[config.mk]
export PLATFORM = sky130hd
export DESIGN_NAME = text_cmd_engine
export DESIGN_NICKNAME = d
export VERILOG_FILES = /design/src/rtl/text_cmd_engine.sv
export SDC_FILE = /design/constraint.sdc
export NUM_CORES = 1
export LEC_CHECK = 0
export ABC_AREA = 1
export CAP_MARGIN = 30
export CORE_MARGIN = 2
export CORE_UTILIZATION = 70
export CTS_BUF_LIST = sky130_fd_sc_hd__clkbuf_4 sky130_fd_sc_hd__clkbuf_8
export DETAILED_ROUTE_END_ITERATION = 10
export DONT_BUFFER_PORTS = 1
export GPL_TIMING_DRIVEN = 0
export PLACE_DENSITY = 0.86
export SYNTH_ARGS = -nofsm -noshare
export SYNTH_HDL_FRONTEND = slang
export SYNTH_SLANG_ARGS = --single-unit
[constraint.sdc]
create_clock -name clk -period 8.9 [get_ports clk]
set_input_delay 2.67 -clock clk [delete_from_list [all_inputs] [get_ports clk]]
set_output_delay 2.67 -clock clk [all_outputs]
set_load 0.1 [all_outputs]
[src/rtl/text_cmd_engine.sv]
// rtl/text_cmd_engine.sv - command sequencer for character buffer port A
// Runs put/newline/clear/cursor/read commands and keeps the cursor and the ring top line.
module text_cmd_engine #(
  parameter int          COLS         = 80,
  parameter int          ROWS         = 30,
  parameter int          BUF_ROWS     = 32,
  parameter logic [15:0] DEFAULT_FILL = 16'h0720
) (
  input  logic        clk,
  input  logic        reset_n,
  input  logic        cmd_valid,
  output logic        cmd_ready,
  input  logic [2:0]  cmd_op,
  input  logic [15:0] cmd_data,
  output logic [11:0] mem_addr,
  output logic [15:0] mem_din,
  output logic        mem_we,
  input  logic [15:0] mem_dout,
  output logic [15:0] rd_data,
  output logic        rd_valid,
  output logic [6:0]  cursor_col,
  output logic [4:0]  cursor_row,
  output logic [4:0]  top_line,
  output logic        busy
);

  typedef enum logic [2:0] {
    ST_IDLE,
    ST_WRITE,
    ST_FILL,
    ST_RD1,
    ST_RD2,
    ST_HOLD
  } state_t;

  localparam logic [2:0]  OP_PUT     = 3'd0;
  localparam logic [2:0]  OP_NEWLINE = 3'd1;
  localparam logic [2:0]  OP_CLEAR   = 3'd2;
  localparam logic [2:0]  OP_SETCUR  = 3'd3;
  localparam logic [2:0]  OP_READ    = 3'd4;
  localparam logic [6:0]  LAST_COL   = 7'(COLS - 1);
  localparam logic [4:0]  LAST_ROW   = 5'(ROWS - 1);
  localparam logic [4:0]  LAST_PHYS  = 5'(BUF_ROWS - 1);
  localparam logic [11:0] LAST_ADDR  = 12'(COLS * BUF_ROWS - 1);

  function automatic logic [11:0] f_addr(input logic [4:0] top, input logic [4:0] row,
                                         input logic [6:0] col);
    logic [5:0] sum;
    logic [4:0] phys;
    sum  = {1'b0, top} + {1'b0, row};
    phys = (sum >= 6'(BUF_ROWS)) ? 5'(sum - 6'(BUF_ROWS)) : sum[4:0];
    return 12'(phys) * 12'(COLS) + {5'b0, col};
  endfunction

  state_t      r_state, w_state_nxt;
  logic [11:0] r_mem_addr, w_mem_addr_nxt;
  logic [15:0] r_mem_din, w_mem_din_nxt;
  logic        r_mem_we, w_mem_we_nxt;
  logic [15:0] r_rd_data, w_rd_data_nxt;
  logic        r_rd_valid, w_rd_valid_nxt;
  logic [6:0]  r_col, w_col_nxt;
  logic [4:0]  r_row, w_row_nxt;
  logic [4:0]  r_top, w_top_nxt;
  logic [15:0] r_fill_word, w_fill_word_nxt;
  logic [11:0] r_fill_end, w_fill_end_nxt;
  logic        r_fill_clear, w_fill_clear_nxt;

  logic [11:0] w_cur_addr;
  logic [4:0]  w_top_inc;
  logic [11:0] w_scroll_start;
  logic [11:0] w_scroll_end;
  logic [6:0]  w_set_col;
  logic [4:0]  w_set_row;
  logic        w_unused_bits;

  // A scroll clears the line the cursor lands on once top_line has advanced.
  assign w_cur_addr     = f_addr(r_top, r_row, r_col);
  assign w_top_inc      = (r_top == LAST_PHYS) ? 5'd0 : r_top + 5'd1;
  assign w_scroll_start = f_addr(w_top_inc, r_row, 7'd0);
  assign w_scroll_end   = w_scroll_start + 12'(COLS - 1);
  assign w_set_col      = (cmd_data[6:0] > LAST_COL) ? LAST_COL : cmd_data[6:0];
  assign w_set_row      = (cmd_data[12:8] > LAST_ROW) ? LAST_ROW : cmd_data[12:8];
  assign w_unused_bits  = ^{cmd_data[15:13], cmd_data[7]};

  always_comb begin
    w_state_nxt      = r_state;
    w_mem_addr_nxt   = r_mem_addr;
    w_mem_din_nxt    = r_mem_din;
    w_mem_we_nxt     = 1'b0;
    w_rd_data_nxt    = r_rd_data;
    w_rd_valid_nxt   = 1'b0;
    w_col_nxt        = r_col;
    w_row_nxt        = r_row;
    w_top_nxt        = r_top;
    w_fill_word_nxt  = r_fill_word;
    w_fill_end_nxt   = r_fill_end;
    w_fill_clear_nxt = r_fill_clear;

    case (r_state)
      ST_IDLE: begin
        if (cmd_valid) begin
          case (cmd_op)
            OP_PUT: begin
              w_mem_addr_nxt = w_cur_addr;
              w_mem_din_nxt  = cmd_data;
              w_mem_we_nxt   = 1'b1;
              w_state_nxt    = ST_WRITE;
            end
            OP_NEWLINE: begin
              w_col_nxt = 7'd0;
              if (r_row < LAST_ROW) begin
                w_row_nxt   = r_row + 5'd1;
                w_state_nxt = ST_HOLD;
              end else begin
                w_top_nxt        = w_top_inc;
                w_mem_addr_nxt   = w_scroll_start;
                w_mem_din_nxt    = r_fill_word;
                w_mem_we_nxt     = 1'b1;
                w_fill_end_nxt   = w_scroll_end;
                w_fill_clear_nxt = 1'b0;
                w_state_nxt      = ST_FILL;
              end
            end
            OP_CLEAR: begin
              w_fill_word_nxt  = cmd_data;
              w_mem_addr_nxt   = 12'd0;
              w_mem_din_nxt    = cmd_data;
              w_mem_we_nxt     = 1'b1;
              w_fill_end_nxt   = LAST_ADDR;
              w_fill_clear_nxt = 1'b1;
              w_state_nxt      = ST_FILL;
            end
            OP_SETCUR: begin
              w_col_nxt   = w_set_col;
              w_row_nxt   = w_set_row;
              w_state_nxt = ST_HOLD;
            end
            OP_READ: begin
              w_mem_addr_nxt = w_cur_addr;
              w_state_nxt    = ST_RD1;
            end
            default: w_state_nxt = ST_HOLD;
          endcase
        end
      end
      ST_WRITE: begin
        if (r_col < LAST_COL) begin
          w_col_nxt   = r_col + 7'd1;
          w_state_nxt = ST_IDLE;
        end else begin
          w_col_nxt = 7'd0;
          if (r_row < LAST_ROW) begin
            w_row_nxt   = r_row + 5'd1;
            w_state_nxt = ST_IDLE;
          end else begin
            w_top_nxt        = w_top_inc;
            w_mem_addr_nxt   = w_scroll_start;
            w_mem_din_nxt    = r_fill_word;
            w_mem_we_nxt     = 1'b1;
            w_fill_end_nxt   = w_scroll_end;
            w_fill_clear_nxt = 1'b0;
            w_state_nxt      = ST_FILL;
          end
        end
      end
      ST_FILL: begin
        if (r_mem_addr == r_fill_end) begin
          w_state_nxt = ST_IDLE;
          if (r_fill_clear) begin
            w_col_nxt        = 7'd0;
            w_row_nxt        = 5'd0;
            w_top_nxt        = 5'd0;
            w_fill_clear_nxt = 1'b0;
          end
        end else begin
          w_mem_addr_nxt = r_mem_addr + 12'd1;
          w_mem_we_nxt   = 1'b1;
        end
      end
      ST_RD1: w_state_nxt = ST_RD2;
      ST_RD2: begin
        // mem_dout now reflects the address presented during RD1.
        w_rd_data_nxt  = mem_dout;
        w_rd_valid_nxt = 1'b1;
        w_state_nxt    = ST_IDLE;
      end
      default: w_state_nxt = ST_IDLE;
    endcase
  end

  always_ff @(posedge clk or negedge reset_n) begin
    if (!reset_n) begin
      r_state      <= ST_IDLE;
      r_mem_addr   <= 12'd0;
      r_mem_din    <= 16'd0;
      r_mem_we     <= 1'b0;
      r_rd_data    <= 16'd0;
      r_rd_valid   <= 1'b0;
      r_col        <= 7'd0;
      r_row        <= 5'd0;
      r_top        <= 5'd0;
      r_fill_word  <= DEFAULT_FILL;
      r_fill_end   <= 12'd0;
      r_fill_clear <= 1'b0;
    end else begin
      r_state      <= w_state_nxt;
      r_mem_addr   <= w_mem_addr_nxt;
      r_mem_din    <= w_mem_din_nxt;
      r_mem_we     <= w_mem_we_nxt;
      r_rd_data    <= w_rd_data_nxt;
      r_rd_valid   <= w_rd_valid_nxt;
      r_col        <= w_col_nxt;
      r_row        <= w_row_nxt;
      r_top        <= w_top_nxt;
      r_fill_word  <= w_fill_word_nxt;
      r_fill_end   <= w_fill_end_nxt;
      r_fill_clear <= w_fill_clear_nxt;
    end
  end

  assign cmd_ready  = (r_state == ST_IDLE);
  assign busy       = ~cmd_ready;
  assign mem_addr   = r_mem_addr;
  assign mem_din    = r_mem_din;
  assign mem_we     = r_mem_we;
  assign rd_data    = r_rd_data;
  assign rd_valid   = r_rd_valid;
  assign cursor_col = r_col;
  assign cursor_row = r_row;
  assign top_line   = r_top;

endmodule

Yosys cells after proc, flatten, opt, wreduce, memory -nomap -nowiden
Index checks and enable logic that the tools add are counted.
- input bits: 38
- logic and storage cells: 125
- register bits: 95
- output and inout port bits: 65
- equal/unequal tests: 20
- $mul: 2
- reductions and logical operators: 15
- $add $sub $neg: 10
- mux-type cells: 59
- bitwise gates (word level): 1
- magnitude comparators: 6
- operators by type and width (cell ; number):
    12-bit two-way mux ; 7
    12-bit case mux with 3 select lines ; 2
    5-bit two-way mux ; 13
    16-bit case mux with 2 select lines ; 2
    16-bit two-way mux ; 3
    12-bit case mux with 2 select lines ; 2
    7-bit two-way mux ; 5
    5-bit case mux with 3 select lines ; 2
    3-bit case mux with 4 select lines ; 2
    7-bit case mux with 3 select lines ; 1
    5-bit by 3-bit multiplier with 8-bit output, second input constant ; 2
    5-bit AND reduction ; 3
    7-bit case mux with 2 select lines ; 1
    12-bit by 1-bit adder with 12-bit output, second input constant ; 1
    12-bit by 7-bit adder with 12-bit output ; 1
    12-bit by 7-bit adder with 12-bit output, second input constant ; 1
    5-bit by 5-bit adder with 6-bit output ; 2
    12-bit equality test ; 1
    3-bit by 2-bit equality test with 1-bit output, second input constant ; 4
    6-bit greater-or-equal comparator, second input constant ; 2
    6-bit AND reduction ; 2
    5-bit by 1-bit adder with 5-bit output, second input constant ; 2
    2-bit != test, second input constant ; 5
    5-bit case mux with 2 select lines ; 1
    other kinds (26) ; 46

Logic depth before layout (Yosys ltp)
Gate-level depths: netlist of run 1.
- depth after elaboration: 11
- depth in mapped cells: 23
- gate-level depth less buffers: 23

Worst setup path before layout of run 1
Ideal clock, no wire load.
- kind: register -> register
- start: register r_top[1] (netlist: top_line[1])
- end: register r_fill_end[11]
- setup slack: 4616 ps
- cell stages (with the launch flop): 20
- setup time: 71 ps
- path buffers: 0
- arrival: 4212 ps
- required time: 8829 ps
- clock period less this slack: 4284 ps
- cells stage by stage: dfrtp_1 ha_1 nand2_1 nor2_1 ha_1 inv_1 o21ai_0 a21oi_1 ha_1 a21oi_1 nand2_1 xor2_1 ha_1 ha_1 fa_1 nand3_1 or2_2 o21ai_0 nor2_1 nor2_1
- cells in the longest elaborated chain, start to end: 11
- elaborated cells between the ends (all ways): 14
- those cells by class: add/sub (4); mul (1); order compare (1); eq/ne (1); mux (7)
- ends and longest elaborated chain (item ; RTL line ; RTL):
    from (decl) ; 63 ; logic [4:0] r_top, w_top_nxt;
    from (signal assigned) ; 214 ; r_top <= w_top_nxt;
    5-bit by 1-bit adder with 5-bit output / 5-bit equality test (equally long branches) ; 78 ; assign w_top_inc = (r_top == LAST_PHYS) ? 5'd0 : r_top + 5'd1;
    5-bit two-way mux * ; 78 ;
    5-bit by 5-bit adder with 6-bit output * ; 50 ; sum = {1'b0, top} + {1'b0, row};
    5-bit by 1-bit subtractor with 5-bit output / 6-bit greater-or-equal comparator (equally long branches) ; 51 ; phys = (sum >= 6'(BUF_ROWS)) ? 5'(sum - 6'(BUF_ROWS)) : sum[4:0];
    5-bit two-way mux * ; 51 ;
    5-bit by 3-bit multiplier with 8-bit output * ; 52 ; return 12'(phys) * 12'(COLS) + {5'b0, col};
    12-bit by 7-bit adder with 12-bit output * ; 80 ; assign w_scroll_end = w_scroll_start + 12'(COLS - 1);
    12-bit two-way mux * ; 111, 152 ;
    12-bit case mux with 2 select lines ; 102 ; case (cmd_op)
    12-bit two-way mux ; 101 ; if (cmd_valid) begin
    12-bit case mux with 2 select lines * ; 99 ; case (r_state)
    to (signal assigned) ; 216 ; r_fill_end <= w_fill_end_nxt;
    to (decl) ; 65 ; logic [11:0] r_fill_end, w_fill_end_nxt;
Every way passes the cells marked *; elsewhere a longest branch is shown, timed or not. The select of a mux whose other input is x is not followed.
A chain may end at the register's enable or synchronous reset.

Final worst setup path of run 1
- start: register r_state[1]
- end: output port cmd_ready
- cells in the longest elaborated chain, start to end: 1
- ends and longest elaborated chain (item ; RTL line ; RTL):
    from (decl) ; 55 ; state_t r_state, w_state_nxt;
    from (signal assigned) ; 206 ; r_state <= w_state_nxt;
    3-bit zero test ; 221 ; assign cmd_ready = (r_state == ST_IDLE);
    to (decl) ; 12 ; output logic cmd_ready,
No other way between the ends.

==> summary.md, run 1 <==
| Metric | Value |
|---|---|
| Synthesized area | `~6300 um^2` |
| CTS resizes | `0` |
| Clk_lat worst skew | `~360 ps` |
| Starting DRT DRC Count | `504` |
| Final setup margin | `around 4200 ps` |
| DRC | `0` |
| Post-CTS Setup Bufs | `0` |
| Ys async rst share | `100%` |
| Fmax achieved | `215 MHz` |
| Hold buffer count at cts | `0` |
| Max rail drop VDD | `about 0.000078 V` |
| Critical Path Fanout Max | `6` |
| Layout cells sized above 1 | `about an eighth` |
| Die Wd | `approximately 100 um` |
| Setup violators final | `0` |
| Initial antenna violation count | `0` |
| Final WL | `approximately 17000 um` |
| Nets | `959` |
| Area Overhead vs Synth | `11.6%` |
| Power density over the cells | `roughly 110 nW/um^2` |
| Slowest stage delay, CP | `600 ps` |
| Critical path launch point | `r_state[1]$_DFFE_PN0P_` |
| Distinct cells, synth | `47` |
| Core Box Area | `slightly below 9000 um^2` |
| Pre-CTS WS | `about 4100 ps` |
| Crit path max-delay cell type | `inv_2` |
| CP endpoint kind | `output port` |
| Post-route minimum period | `approximately 4700 ps` |
| Clock transition at path regs | `approximately 100 ps` |
| Top Ports | `103` |
| Num Clock Sinks | `95` |
| Worst slew pin tran | `1040 ps` |
| Leakage | `about 3.6 nW` |
| Clock Path Buffers | `2` |
| Crit share post-route | `52.4%` |
| Antenna cells | `0` |
| Synth Register Bits | `95` |
| Max-cap viol count | `0` |
| Hold Path Class | `reg -> reg` |
| Post-synth top cells | `nand2_1, dfrtp_1, inv_1, nand3_1, o21ai_0` |
| Post-synth EDFFs | `0` |
| Post-DP HPWL | `approximately 13000 um` |
| Die Y-Extent | `between 90 and 100 um` |
| Crit path max-delay family | `buffers and inverters` |
| Crit Path Class | `reg -> out` |
| Hold Violations, Final | `0` |
| Slew headroom | `31.0%` |
| Total power | `0.752 mW` |
| Post-Syn Area per Cell | `7.35 um^2` |
| Post-route design area | `just over 7000 um^2` |
| Initial Util | `around 72%` |
| Antenna viol nets, final | `0` |
| Critical Path Start Type | `register` |
| Clk root buf | `clkbuf_8` |
| Setup Skew | `slightly below 20 ps` |
| Dominant cell type by area after synthesis | `dfrtp_1` |
| Number of global-route vias before repair | `5807` |
| Post-synth top area share | `between 30% and 40%` |
| Yosys warns | `0` |
| Gr ovfl total | `0` |
| WP buf/inv | `1` |
| Utilization after layout | `80.7%` |
| CP arrival | `approximately 2000 ps` |
| CTS tree | `yes` |
| FF-to-FF Start | `top_line[3]$_DFFE_PN0P_` |
| GPL Wtd Cong | `about 0.92` |
| Via Count | `around 6.1k` |
| TritonCTS buffer count | `9` |
| H-tree levels | `3` |
| Critical path, cell by cell | `nor2_2, nand2_2, inv_2` |
| Ranking of synthesized cells by area | `dfrtp_1, nand2_1, ha_1` |
| Fin Setup TNS | `0 ps` |
| Largest net degree at the start of global routing | `96` |
| Hold Crit Start | `r_fill_clear$_DFFE_PN0P_` |
| Most frequent cell after synthesis | `nand2_1` |
| Sequential share of the synthesized area | `37.6%` |
| Vias per cell | `roughly 6` |
| Cells after Synth | `between 800 and 900` |
| Wire per inst | `~17 um` |
| Cell Area, Placed | `between 6000 and 7000 um^2` |
| First-pass GRT wire length | `around 28000 um` |
| First-pass detailed-route iteration total | `6` |
| Tot GR Track Use | `a little over a third` |
| Top_reg_cell synth | `dfrtp_1` |
| PortBufs | `0` |
| Post-synth net total | `just over 900` |
| Max Transition Viols Final | `0` |
| Fill count | `about 590` |
| # rows | `34` |
| Die ar. | `slightly below 10000 um^2` |
| Status | `finished, final reports clean` |
| Unrepaired setup endpoints after global routing | `no` |
| CP required | `~6200 ps` |
-- routing by layer --
layer,global-route usage (%),vias up,routed length [um]
met2,59.7,330,8670
met1,44.9,2867,6700
met4,13.4,0,663
met3,6.25,66,1460
li1,-,2859,-
met5,0,-,0
-- sequential cells by signal (all words and copies together), names as in the netlist, 3 cells and up --
register,count
mem_addr,12
rd_data,16
mem_din,16
cursor_col,7
cursor_row,5
r_fill_end,12
r_state,3
r_fill_word,16
top_line,5
-- kinds of logic after synthesis --
family | count (synthesis) | share of synthesized area, %
flops | 95 | 37.6
buf+inv | 127 | 8.39
fa+ha+maj | 34 | 7.31
simple gates | 450 | 31.0
xor+xnor | 12 | 1.66
compound gates | 144 | 14.1
-- layout by cell type (no fill, tap or decap), types with 3 or more instances in the layout --
cell,Yosys,routed
a21oi_1,17,17
a31oi_1,3,3
buf_16,0,14
buf_2,5,5
buf_4,4,4
buf_6,3,3
clkbuf_1,10,10
clkbuf_8,0,10
dfrtp_1,91,91
dfstp_2,4,4
fa_1,5,5
ha_1,29,29
inv_1,89,89
inv_2,12,12
nand2_1,288,288
nand2_2,12,12
nand3_1,61,61
nand3b_1,3,3
nand4_1,7,7
nor2_1,51,51
nor2_2,6,6
o211ai_1,28,28
o21ai_0,53,53
o21ai_1,16,16
o21ai_2,10,10
o22ai_1,7,7
or2_2,8,8
xnor2_1,7,7
xor2_1,5,5
-- final cells by class --
| type | count | area, um^2 | share of cell area, % |
|---|---|---|---|
| Sequential cell | 95 | 2380 | 33.7 |
| Clock inverter | 6 | 75.1 | 1.06 |
| Timing Repair Buffer | 14 | 385 | 5.45 |
| Buffer | 23 | 131 | 1.86 |
| Multi-Input combinational cell | 640 | 3420 | 48.4 |
| Tap cell | 108 | 135 | 1.91 |
| Clock buffer | 10 | 138 | 1.95 |
| Inverter | 104 | 400 | 5.66 |
-- final timing paths --
kind	end	slack [ps]	cells past startpoint
worst min-delay path	r_fill_clear$_DFFE_PN0P_	480	2
worst max register to register	r_fill_end[10]$_DFFE_PN0P_	4340	19
worst max-delay path	cmd_ready	4240	3
worst min register to register	r_fill_clear$_DFFE_PN0P_	480	2
max in group asynchronous	r_fill_word[5]$_DFFE_PN1P_	6680	0
min in group asynchronous	mem_addr[10]$_DFFE_PN0P_	1980	0
-- metrics by stage --
step / std cells / hold slack (ps)
floorplan: 862 / 434
global placement: 970 / 451
detailed placement: 975 / 455
CTS: 991 / 477
global route: 1000 / 490
finish: 1000 / 477
-- report_power, final --
part           leakage [nW]  total [mW]  switching (mW)  internal [mW]
combinational          2.41      0.0113         0.00866        0.00260
sequential             1.10       0.431               0          0.431
clock                 0.105       0.309           0.167          0.142
-- tightest hold or removal path, stage by stage, from the launching register on --
cell and delay [ps]:
dfrtp_1 350, nand2_1 50, nand2_1 50
(Power assumes the default switching activity.)
==> run 2: changes to the inputs <==
Settings changed: CORE_UTILIZATION 70 to 67, PLACE_DENSITY 0.86 to 0.83.
Clock period 8.9 ns to 4.45 ns, I/O delays scaled along.
==> summary.md, run 2 (same netlist as run 1, synthesis figures left out) <==
| Metric | Value |
|---|---|
| Sw Share | `23.2% (-0.12 points)` |
| Cell Area, Placed | `6610 um^2 (about the same)` |
| Die Y-Extent | `101 um (+2.1%)` |
| Post-Place Cells | `978 (+0.31%)` |
| DRC | `0 (unchanged)` |
| Die Wd | `101 um (+2.1%)` |
| Die ar. | `10200 um^2 (+4.3%)` |
| Largest net degree at the start of global routing | `96 (unchanged)` |
| Max Transition Viols Final | `0 (unchanged)` |
| Crit share post-route | `95.0%` |
| Crit Path Class | `reg -> reg` |
| CP arrival | `4550 ps (+2560 ps)` |
| Initial antenna violation count | `0 (unchanged)` |
| Clock Path Buffers | `2 (unchanged)` |
| Vias per cell | `5.88 (-3.9%)` |
| Post-route minimum period | `~4200 ps` |
| Wire per inst | `16.6 um (-5.2%)` |
| First-pass GRT wire length | `26700 um (-3.7%)` |
| Most frequent cells in the layout | `nand2_1, inv_1, dfrtp_1` |
| Gate power share | `1.5% (about the same)` |
| # rows | `35 (+2.9%)` |
| Switching power total | `0.351 mW (+100%)` |
| Area Overhead vs Synth | `9.86%` |
| PortBufs | `0 (unchanged)` |
| Hold slack final | `474 ps (-2.95 ps)` |
| Nets | `955 (-0.42%)` |
| Antenna cells | `0 (unchanged)` |
| Post-route design area | `6960 um^2 (-1.5%)` |
| Hold Violations, Final | `0 (unchanged)` |
| TritonCTS buffer count | `9 (unchanged)` |
| Num Clock Sinks | `95 (unchanged)` |
| Pint | `1.16 mW (+100%)` |
| Setup Skew | `14.6 ps (-4.80 ps)` |
| Utilization after layout | `75.7% (-5.0 points)` |
| Power density over the cells | `218 nW/um^2 (+100%)` |
| Hold Path Class | `reg -> reg` |
| Layout cells sized above 1 | `12.8% (+0.39 points)` |
| Clock transition at path regs | `110 ps (about the same)` |
| Total power | `1.52 mW (+100%)` |
| Via Count | `5877 (-4.0%)` |
| First-pass detailed-route iteration total | `5 (-1)` |
| CP required | `4780 ps (-1450 ps)` |
| Number of global-route vias before repair | `5649 (-2.7%)` |
| Max-cap viol count | `0 (unchanged)` |
| Top Ports | `103 (unchanged)` |
| Critical Path Start Type | `register` |
| CTS tree | `yes` |
| Max rail drop VDD | `0.000206 V (+160%)` |
| Fin cells | `999 (-0.10%)` |
| Post-CTS Setup Bufs | `0 (unchanged)` |
| Setup violators final | `0 (unchanged)` |
| CP endpoint kind | `register` |
| Clock power frac | `41.6% (+0.5 points)` |
| Final WL | `16600 um (-5.3%)` |
| Sequential share of power | `56.9% (-0.5 points)` |
| Fmax achieved | `around 240 MHz` |
| Status | `finished, final reports clean` |
| Starting DRT DRC Count | `340 (-33%)` |
| Post-DP HPWL | `12200 um (-5.2%)` |
| Antenna viol nets, final | `0 (unchanged)` |
| H-tree levels | `3 (unchanged)` |
| Most common cell after layout, fill and taps aside | `nand2_1` |
| Tot GR Track Use | `33.1% (-2.0 points)` |
| Critical Path Fanout Max | `6 (unchanged)` |
| Clk_lat worst skew | `380 ps (+20 ps)` |
| Worst slew pin tran | `1030 ps (-7.25 ps)` |
| Leakage | `3.54 nW (-2.0%)` |
| Clk root buf | `clkbuf_8` |
| Core Box Area | `9200 um^2 (+4.9%)` |
| Initial Util | `68.9% (-3.4 points)` |
| GPL Wtd Cong | `0.929 (+0.93%)` |
| Gr ovfl total | `0 (unchanged)` |
| Slew headroom | `31.4% (+0.48 points)` |
==> run 2: changes by cell type in the layout (fill, tap and decap cells not counted), moves of 2 or more <==
cell and change:
dfrtp_2 +2, dfrtp_1 -4, dfrtp_4 +2, buf_6 +2, buf_16 -6
==> run 2: metrics by stage <==
step	setup WS (ps)	TNS, ps
floorplan	166	0
global placement	-134	-282
detailed placement	-317	-934
CTS	24.6	0
global route	-7.32	-7.32
finish	221	0
==> run 2: final cells by class <==
type	instances	area, um^2
repair buffers	10	243
clock buffers	11	151
multi-input cells	640	3440
inverters	104	400
flip-flops and latches	95	2390
plain buffers	23	131
well taps	111	139
clock inverters	5	63.8
fillers	716	2240
==> run 2: path summary, 6_finish.rpt <==
path / startpoint / end / slack (ps) / cells after the start
hold / removal: r_fill_clear$_DFFE_PN0P_ / r_fill_clear$_DFFE_PN0P_ / 470 / 2
hold reg to reg: r_fill_clear$_DFFE_PN0P_ / r_fill_clear$_DFFE_PN0P_ / 470 / 2
setup reg to reg: top_line[0]$_DFFE_PN0P_ / r_fill_end[11]$_DFFE_PN0P_ / 220 / 18
setup / recovery: top_line[0]$_DFFE_PN0P_ / r_fill_end[11]$_DFFE_PN0P_ / 220 / 18
max in group asynchronous: reset_n / r_fill_word[9]$_DFFE_PN1P_ / 3570 / 0
min in group asynchronous: reset_n / mem_addr[11]$_DFFE_PN0P_ / 630 / 0
==> run 2: what timing repair did <==
item,4_1_cts,5_1_grt
gates resized for setup,4,6
hold buffers,0,0
endpoints found under the setup margin,6,4
==> run 2: worst max-delay path, stage by stage, from the launching register on <==
cell and delay [ps]:
dfrtp_4 650, ha_2 260, nand2_1 70, nor2_1 50, ha_1 200, nor2_1 170, ha_1 200, inv_1 60
fa_1 390, nand3b_1 190, nand3_1 130, nand2_1 100, ha_1 340, fa_1 630, nand3_1 110, or2_2 310
o21ai_0 160, nor2_1 70, nor2_1 80
==> run 2: power by group through the flow <==
stage,logic [mW],registers (mW),clock network (mW)
3_5_place_dp,0.0218,0.880,0
2_1_floorplan,0.0171,0.880,0
3_3_place_gp,0.0213,0.880,0
5_1_grt,0.0250,0.863,0.671
6_report,0.0224,0.863,0.630
4_1_cts,0.0220,0.863,0.631
==> run 2: per-layer routing <==
layer / track usage [%] / up-vias / share of wire [%]
met5: 0 / - / 0
met1: 41.2 / 2748 / 39
li1: - / 2844 / -
met2: 55.3 / 246 / 50
met4: 12.6 / 0 / 2.8
met3: 8.83 / 39 / 8.3
